**config.mk**
```make
export PLATFORM = sky130hd
export DESIGN_NAME = alu_arbiter_flat
export DESIGN_NICKNAME = d
export VERILOG_FILES = /design/src/rtl/alu_arbiter_if.sv /design/src/rtl/alu_arbiter.sv /design/src/flat_wrapper.sv
export SDC_FILE = /design/constraint.sdc
export NUM_CORES = 1
export LEC_CHECK = 0
export CAP_MARGIN = 20
export CORE_MARGIN = 2
export CORE_UTILIZATION = 28
export CTS_CLUSTER_DIAMETER = 120
export DETAILED_ROUTE_END_ITERATION = 6
export PLACE_DENSITY = 0.77
export RECOVER_POWER = 100
export SYNTH_ARGS = -nofsm -noshare
export SYNTH_HDL_FRONTEND = slang
export SYNTH_SLANG_ARGS = --single-unit
```
**constraint.sdc**
```tcl
create_clock -name clk -period 1.7 [get_ports clk]
set_input_delay 0.255 -clock clk [delete_from_list [all_inputs] [get_ports clk]]
set_output_delay 0.255 -clock clk [all_outputs]
set_load 0.02 [all_outputs]
```
**src/rtl/alu_arbiter_if.sv**
```systemverilog
// Shared-ALU arbiter bus: requester request/response channels plus the ALU-side operand/result port.
// ALU_ARB_LOCK_EN adds the per-requester req_lock input.
package alu_pkg;
  typedef enum logic [3:0] {
    ADD  = 4'd0,
    SUB  = 4'd1,
    SLL  = 4'd2,
    SLT  = 4'd3,
    SLTU = 4'd4,
    XOR  = 4'd5,
    SRL  = 4'd6,
    SRA  = 4'd7,
    OR   = 4'd8,
    AND  = 4'd9
  } aluop_t;
endpackage

interface alu_arbiter_if #(
  parameter int DATA_WIDTH = 32,
  parameter int NUM_REQ    = 2
);
  logic [NUM_REQ-1:0]                 req_valid;
  logic [NUM_REQ-1:0]                 req_ready;
  alu_pkg::aluop_t                    req_aluop [NUM_REQ];
  logic [NUM_REQ-1:0][DATA_WIDTH-1:0] req_opr_a;
  logic [NUM_REQ-1:0][DATA_WIDTH-1:0] req_opr_b;
`ifdef ALU_ARB_LOCK_EN
  logic [NUM_REQ-1:0]                 req_lock;
`endif
  logic [NUM_REQ-1:0]                 resp_valid;
  logic [NUM_REQ-1:0]                 resp_ready;
  logic [DATA_WIDTH-1:0]              resp_data;
  alu_pkg::aluop_t                    alu_aluop;
  logic [DATA_WIDTH-1:0]              alu_opr_a;
  logic [DATA_WIDTH-1:0]              alu_opr_b;
  logic [DATA_WIDTH-1:0]              alu_result;

`ifdef ALU_ARB_LOCK_EN
  modport slave (
    input  req_valid, req_aluop, req_opr_a, req_opr_b, req_lock, resp_ready, alu_result,
    output req_ready, resp_valid, resp_data, alu_aluop, alu_opr_a, alu_opr_b
  );
  modport master (
    output req_valid, req_aluop, req_opr_a, req_opr_b, req_lock, resp_ready, alu_result,
    input  req_ready, resp_valid, resp_data, alu_aluop, alu_opr_a, alu_opr_b
  );
`else
  modport slave (
    input  req_valid, req_aluop, req_opr_a, req_opr_b, resp_ready, alu_result,
    output req_ready, resp_valid, resp_data, alu_aluop, alu_opr_a, alu_opr_b
  );
  modport master (
    output req_valid, req_aluop, req_opr_a, req_opr_b, resp_ready, alu_result,
    input  req_ready, resp_valid, resp_data, alu_aluop, alu_opr_a, alu_opr_b
  );
`endif
endinterface

```
**src/rtl/alu_arbiter.sv**
```systemverilog
// Round-robin arbiter sharing one combinational ALU among NUM_REQ requesters, one-entry tagged response slot.
// ALU_ARB_LOCK_EN: a locked transfer keeps the pointer on the winner for atomic back-to-back ops.

// Per-requester decode of the shared grant / response owner.
module alu_arbiter_lane #(
  parameter int IDX_W = 1,
  parameter int LANE  = 0
)(
  input  logic             gnt_vld,
  input  logic [IDX_W-1:0] gnt_idx,
  input  logic             full,
  input  logic [IDX_W-1:0] owner,
  input  logic             resp_rdy,
  output logic             ready,
  output logic             resp_vld,
  output logic             drain
);
  localparam logic [IDX_W-1:0] ID = IDX_W'(LANE);

  assign ready    = gnt_vld & (gnt_idx == ID);
  assign resp_vld = full & (owner == ID);
  // Only the owner's resp_ready can drain the slot.
  assign drain    = resp_vld & resp_rdy;
endmodule

module alu_arbiter #(
  parameter  int DATA_WIDTH = 32,
  parameter  int NUM_REQ    = 2,
  localparam int IDX_W      = $clog2(NUM_REQ)
)(
  input logic          clk,
  input logic          rst,
  alu_arbiter_if.slave bus
);
  logic [IDX_W-1:0]      ptr;
  logic [IDX_W-1:0]      owner;
  logic                  full;
  logic [DATA_WIDTH-1:0] data;

  logic                  gnt_vld;
  logic [IDX_W-1:0]      gnt_idx;
  logic [IDX_W-1:0]      nxt_ptr;
  logic                  free;
  logic                  drain;
  logic [NUM_REQ-1:0]    lane_rdy;
  logic [NUM_REQ-1:0]    lane_rv;
  logic [NUM_REQ-1:0]    lane_drn;

  // Modulo-NUM_REQ add; operands stay below 2*NUM_REQ so one subtraction suffices.
  function automatic logic [IDX_W-1:0] wrap_add(input logic [IDX_W-1:0] p, input int k);
    int s;
    s = int'(p) + k;
    if (s >= NUM_REQ) s = s - NUM_REQ;
    return s[IDX_W-1:0];
  endfunction

  assign drain = |lane_drn;
  assign free  = !full | drain;

  always_comb begin
    gnt_vld = 1'b0;
    gnt_idx = '0;
    for (int k = 0; k < NUM_REQ; k++) begin
      if (!gnt_vld && bus.req_valid[wrap_add(ptr, k)]) begin
        gnt_vld = 1'b1;
        gnt_idx = wrap_add(ptr, k);
      end
    end
    if (rst || !free) begin
      gnt_vld = 1'b0;
      gnt_idx = '0;
    end
  end

`ifdef ALU_ARB_LOCK_EN
  assign nxt_ptr = bus.req_lock[gnt_idx] ? gnt_idx : wrap_add(gnt_idx, 1);
`else
  assign nxt_ptr = wrap_add(gnt_idx, 1);
`endif

  for (genvar i = 0; i < NUM_REQ; i++) begin : g_lane
    alu_arbiter_lane #(.IDX_W(IDX_W), .LANE(i)) u_lane (
      .gnt_vld  (gnt_vld),
      .gnt_idx  (gnt_idx),
      .full     (full),
      .owner    (owner),
      .resp_rdy (bus.resp_ready[i]),
      .ready    (lane_rdy[i]),
      .resp_vld (lane_rv[i]),
      .drain    (lane_drn[i])
    );
  end

  assign bus.req_ready  = lane_rdy;
  assign bus.resp_valid = lane_rv;
  assign bus.resp_data  = data;

  // Idle ALU sees ADD 0+0 so nothing undefined reaches it.
  assign bus.alu_aluop = gnt_vld ? bus.req_aluop[gnt_idx] : alu_pkg::ADD;
  assign bus.alu_opr_a = gnt_vld ? bus.req_opr_a[gnt_idx] : '0;
  assign bus.alu_opr_b = gnt_vld ? bus.req_opr_b[gnt_idx] : '0;

  always_ff @(posedge clk) begin
    if (rst) begin
      ptr   <= '0;
      owner <= '0;
      full  <= 1'b0;
      data  <= '0;
    end else if (gnt_vld) begin
      full  <= 1'b1;
      owner <= gnt_idx;
      data  <= bus.alu_result;
      ptr   <= nxt_ptr;
    end else if (drain) begin
      full  <= 1'b0;
    end
  end
endmodule

```
**src/flat_wrapper.sv**
```systemverilog
// flat-port wrapper written by rule: the top's interface ports become plain ports
module alu_arbiter_flat 
#(
  parameter  int DATA_WIDTH = 32,
  parameter  int NUM_REQ    = 2,
  localparam int IDX_W      = $clog2(NUM_REQ)
)
  (clk, rst, bus_req_valid, bus_req_aluop, bus_req_opr_a, bus_req_opr_b, bus_resp_ready, bus_alu_result, bus_req_ready, bus_resp_valid, bus_resp_data, bus_alu_aluop, bus_alu_opr_a, bus_alu_opr_b);
  alu_arbiter_if #(.DATA_WIDTH(DATA_WIDTH), .NUM_REQ(NUM_REQ)) bus_i ();
  input logic clk;
  input logic rst;
  input wire logic [$bits(bus_i.req_valid)-1:0] bus_req_valid;
  input wire logic [$bits(bus_i.req_aluop)-1:0] bus_req_aluop;
  input wire logic [$bits(bus_i.req_opr_a)-1:0] bus_req_opr_a;
  input wire logic [$bits(bus_i.req_opr_b)-1:0] bus_req_opr_b;
  input wire logic [$bits(bus_i.resp_ready)-1:0] bus_resp_ready;
  input wire logic [$bits(bus_i.alu_result)-1:0] bus_alu_result;
  output wire logic [$bits(bus_i.req_ready)-1:0] bus_req_ready;
  output wire logic [$bits(bus_i.resp_valid)-1:0] bus_resp_valid;
  output wire logic [$bits(bus_i.resp_data)-1:0] bus_resp_data;
  output wire logic [$bits(bus_i.alu_aluop)-1:0] bus_alu_aluop;
  output wire logic [$bits(bus_i.alu_opr_a)-1:0] bus_alu_opr_a;
  output wire logic [$bits(bus_i.alu_opr_b)-1:0] bus_alu_opr_b;
  assign bus_i.req_valid = bus_req_valid;
  assign bus_i.req_aluop = {>>{bus_req_aluop}};
  assign bus_i.req_opr_a = bus_req_opr_a;
  assign bus_i.req_opr_b = bus_req_opr_b;
  assign bus_i.resp_ready = bus_resp_ready;
  assign bus_i.alu_result = bus_alu_result;
  assign bus_req_ready = bus_i.req_ready;
  assign bus_resp_valid = bus_i.resp_valid;
  assign bus_resp_data = bus_i.resp_data;
  assign bus_alu_aluop = bus_i.alu_aluop;
  assign bus_alu_opr_a = bus_i.alu_opr_a;
  assign bus_alu_opr_b = bus_i.alu_opr_b;
  alu_arbiter #(.DATA_WIDTH(DATA_WIDTH), .NUM_REQ(NUM_REQ)) u_core (.clk(clk), .rst(rst), .bus(bus_i));
endmodule
```
==> results of run 1 <==
[worst register-to-register path, cell delays in order (launching register included)]
cell	delay (ns)
dfxtp_4	0.37
mux2i_2	0.25
buf_4	0.19
a31o_1	0.15
clkbuf_4	0.36
a22o_1	0.20
[stage by stage]
step | power (mW) | util | hold WS, ns | setup WS (ns) | std cells
finish | 3.77 | 0.671 | 0.473 | -0.224 | 835
global route | 3.96 | 0.671 | 0.494 | -0.272 | 835
CTS | 3.62 | 0.635 | 0.479 | -0.207 | 831
detailed placement | 2.75 | 0.578 | 0.459 | -0.700 | 808
global placement | 2.72 | 0.578 | 0.455 | -0.693 | 808
floorplan | 1.80 | - | 0.388 | 0.0366 | 429
[sequential cells by signal, summed over array words and instances (netlist names)]
register	cells
u_core.full	1
u_core.owner	1
u_core.ptr	1
u_core.bus.resp_data	32
[report_power, final]
group / switching [mW] / internal [mW]
clock: 0.275 / 0.317
sequential: 0.0402 / 0.890
combinational: 1.04 / 1.20
[worst max path at each step]
stage | end | slack (ns) | cells after the start
final | bus_alu_opr_b[8] | -0.22 | 7
after global routing | bus_alu_opr_a[7] | -0.27 | 6
after CTS | bus_alu_opr_b[6] | -0.21 | 6
after detailed placement | bus_alu_opr_a[10] | -0.70 | 6
after global placement | bus_alu_opr_a[10] | -0.69 | 6
after floorplan | bus_alu_opr_a[11] | 0.04 | 6
[logic make-up (layout without fill, tap and decap cells)]
| family | after synthesis | after routing | share of synthesized area |
|---|---|---|---|
| mux | 1 | 1 | 0.00457 |
| buf+inv | 69 | 339 | 0.116 |
| compound gates | 244 | 244 | 0.512 |
| simple gates | 80 | 80 | 0.135 |
| flops | 35 | 35 | 0.233 |
[cell usage in the layout, fill, tap and decap left out, types with 2 or more instances in the layout]
master,Yosys,final
clkdlybuf4s50_1,0,202
o21ai_0,68,68
a21o_1,69,68
buf_4,14,63
nand3_1,68,52
a21oi_2,0,45
buf_6,3,35
dfxtp_1,35,33
a22o_1,32,32
a21oi_4,0,22
buf_12,0,15
nand3_2,0,12
clkbuf_8,0,6
buf_16,0,6
nand3_4,0,4
a21oi_1,70,3
dlygate4sd2_1,0,3
nor2_1,3,2
inv_1,2,2
[area by class of cell]
type	instances	area (sq um)	area share
Clock buffer	6	82.6	0.0119
Tap cell	136	170	0.0244
Multi-Input combinational cell	325	2520	0.362
Sequential cell	35	706	0.101
Timing Repair Buffer	329	3470	0.498
Inverter	3	11.3	0.00162
Clock inverter	1	5.00	0.000719
[repair_timing]
action	4_1_cts	5_1_grt
pin swaps	11	12
endpoints found under the setup margin	72	70
hold buffers	0	0
setup buffers	7	5
cloned	9	3
resized for setup	444	74
[per-layer routing]
layer	part of all wire	track usage	vias up
met5	0	0	-
li1	-	-	2125
met1	0.37	0.267	2102
met4	0.020	0.0659	0
met3	0.10	0.0763	25
met2	0.51	0.426	207
==> flow_summary_export.csv, run 1 <==
group,metric,value,unit
timing,finalWorstSetupSlack,-0.224,ns
detailed_routing,drt_wl_total,15.4,mm
setup_path,slowest_delay,0.47,ns
logic_synthesis,synth_cells,429,
clock_network,htree_levels,2,
layout,syn_to_final_growth,131,%
detailed_routing,postRouteAntennaNets,0,
clock_network,path_clk_slew,0.06,ns
hold_path,min_from,"u_core.bus.resp_data[26]$_SDFFE_PP0P_",
logic_synthesis,synthTopCellsByCount,"70 x a21oi_1, 69 x a21o_1, 68 x nand3_1, 68 x o21ai_0, 37 x clkbuf_1",
die,rows,37,
clock_network,cts.sinks,35,
die,initial_core_util,0.291,
placed_design,io_buffers,277,
timing,finClkSkew,0.00350,ns
logic_synthesis,synthFlopType,"dfxtp_1",
logic_synthesis,synth_top_area_cell,"dfxtp_1",
setup_path,start_kind,"primary input",
die,die_y,108,um
clock_network,tritoncts,"done",
job,drv_cap,0,
detailed_routing,via_count,4459,
timing,relSlewSlack,0.766,
status,violations,"setup timing",
timing,period_share,1.13,
global_routing,grt_max_degree,47,
global_routing,grt_pass1_vias,4389,
logic_synthesis,synth_warnings,0,
setup_path,crit_type,"primary input to output port",
logic_synthesis,synth_top_area_share,0.233,
timing,fin_setup_tns,-12.55,ns
layout,final_nets,873,
global_routing,antenna_found_initial,0,
logic_synthesis,synth_edf_count,0,
clock_network,clock_latency,0.28,ns
clock_network,cts_made_buffers,5,
layout,postLayoutCellArea,6960,sq um
setup_path,rrSetupSlack,0.12,ns
setup_path,crit_path_top_delay_cell,"clkdlybuf4s50_1",
die,die_w,108,um
detailed_routing,drt_iter0_markers,343,
setup_path,r2r_end,"u_core.bus.resp_data[28]$_SDFFE_PP0P_",
setup_path,worstSetupStartpoint,"bus_resp_ready[0]",
timing,min_period,1.92,ns
logic_synthesis,async_reset_ff_frac,0,
setup_path,arrival,1.67,ns
setup_path,critical-path-top-delay-family,"buffers and inverters",
status,status,"finished with violations",
setup_path,r2r_cells,5,
global_routing,grt_first_pass_wirelength,22.1,mm
detailed_routing,dr.pass1.iters,4,
power,p_leak,2.74,nW
hold_path,min_path_type,"flip-flop to flip-flop",
setup_path,r2r_start,"u_core.owner$_SDFFE_PP0P_",
hold_path,hold_path_depth,1,
detailed_routing,routedWlPerCell,18.4,um
logic_synthesis,yosysMostFrequentCell,"a21oi_1",
logic_synthesis,synth.net_count,603,
global_routing,grt_remaining_overflow,0,
timing,tightest_slew,0.351,ns
logic_synthesis,syn_area_per_cell,7.02,sq um
clock_network,root_buffer,"clkbuf_8",
die,core_region_area,10400,sq um
logic_synthesis,ys_ff_latch,35,
setup_path,cp_data_required_time,1.44,ns
logic_synthesis,synth_cell_types,26,
timing,hold_violations,0,
clock_network,cts_buffer_depth,2,
timing,finalSetupViolCount,69,
setup_path,path_buf_inv,4,
setup_path,worstPathMaxFanout,11,
logic_synthesis,seq_area_frac_synth,0.233,
detailed_routing,routed_via_density,5.34,
logic_synthesis,synth_area_leaders,"dfxtp_1 23%, a21o_1 17%, a21oi_1 12%, nand3_1 11%, o21ai_0 11%",
placed_design,dpl_cell_area,6000,sq um
timing,rsz0062_at_grt,"true",
hold_path,min_to,"u_core.bus.resp_data[26]$_SDFFE_PP0P_",
power,ir_drop,0.621,mV
layout,antenna_cells,0,
placed_design,routabilityCongestion,0.933,
power,power.density,541,nW/um^2
timing,slew_violations,0,
layout,drive_above_1_share,0.323,
layout,fillers,844,
logic_synthesis,syn_area,3010,sq um
detailed_routing,drc,0,
die,die_area,11600,sq um
setup_path,end_kind,"output port",
setup_path,crit_chain,"clkdlybuf4s50_1 -> mux2i_2 -> a21o_4 -> buf_12 -> buf_16 -> a21oi_2 -> buf_4",
die,io_pins,278,
global_routing,grt_usage,0.237,
timing,fmax,520,MHz
placed_design,dp.final_hpwl,10.0,mm
No activity file was read; power rests on OpenSTA's default activity.
==> run 2: changes to the inputs <==
--- a/config.mk
+++ b/config.mk
@@ -5,7 +5,6 @@
 export SDC_FILE = /design/constraint.sdc
 export NUM_CORES = 1
 export LEC_CHECK = 0
-export CAP_MARGIN = 20
 export CORE_MARGIN = 2
 export CORE_UTILIZATION = 28
 export CTS_CLUSTER_DIAMETER = 120
==> results of run 2 <==
No change in the layout: final DEF, timing and power equal those of run 1.
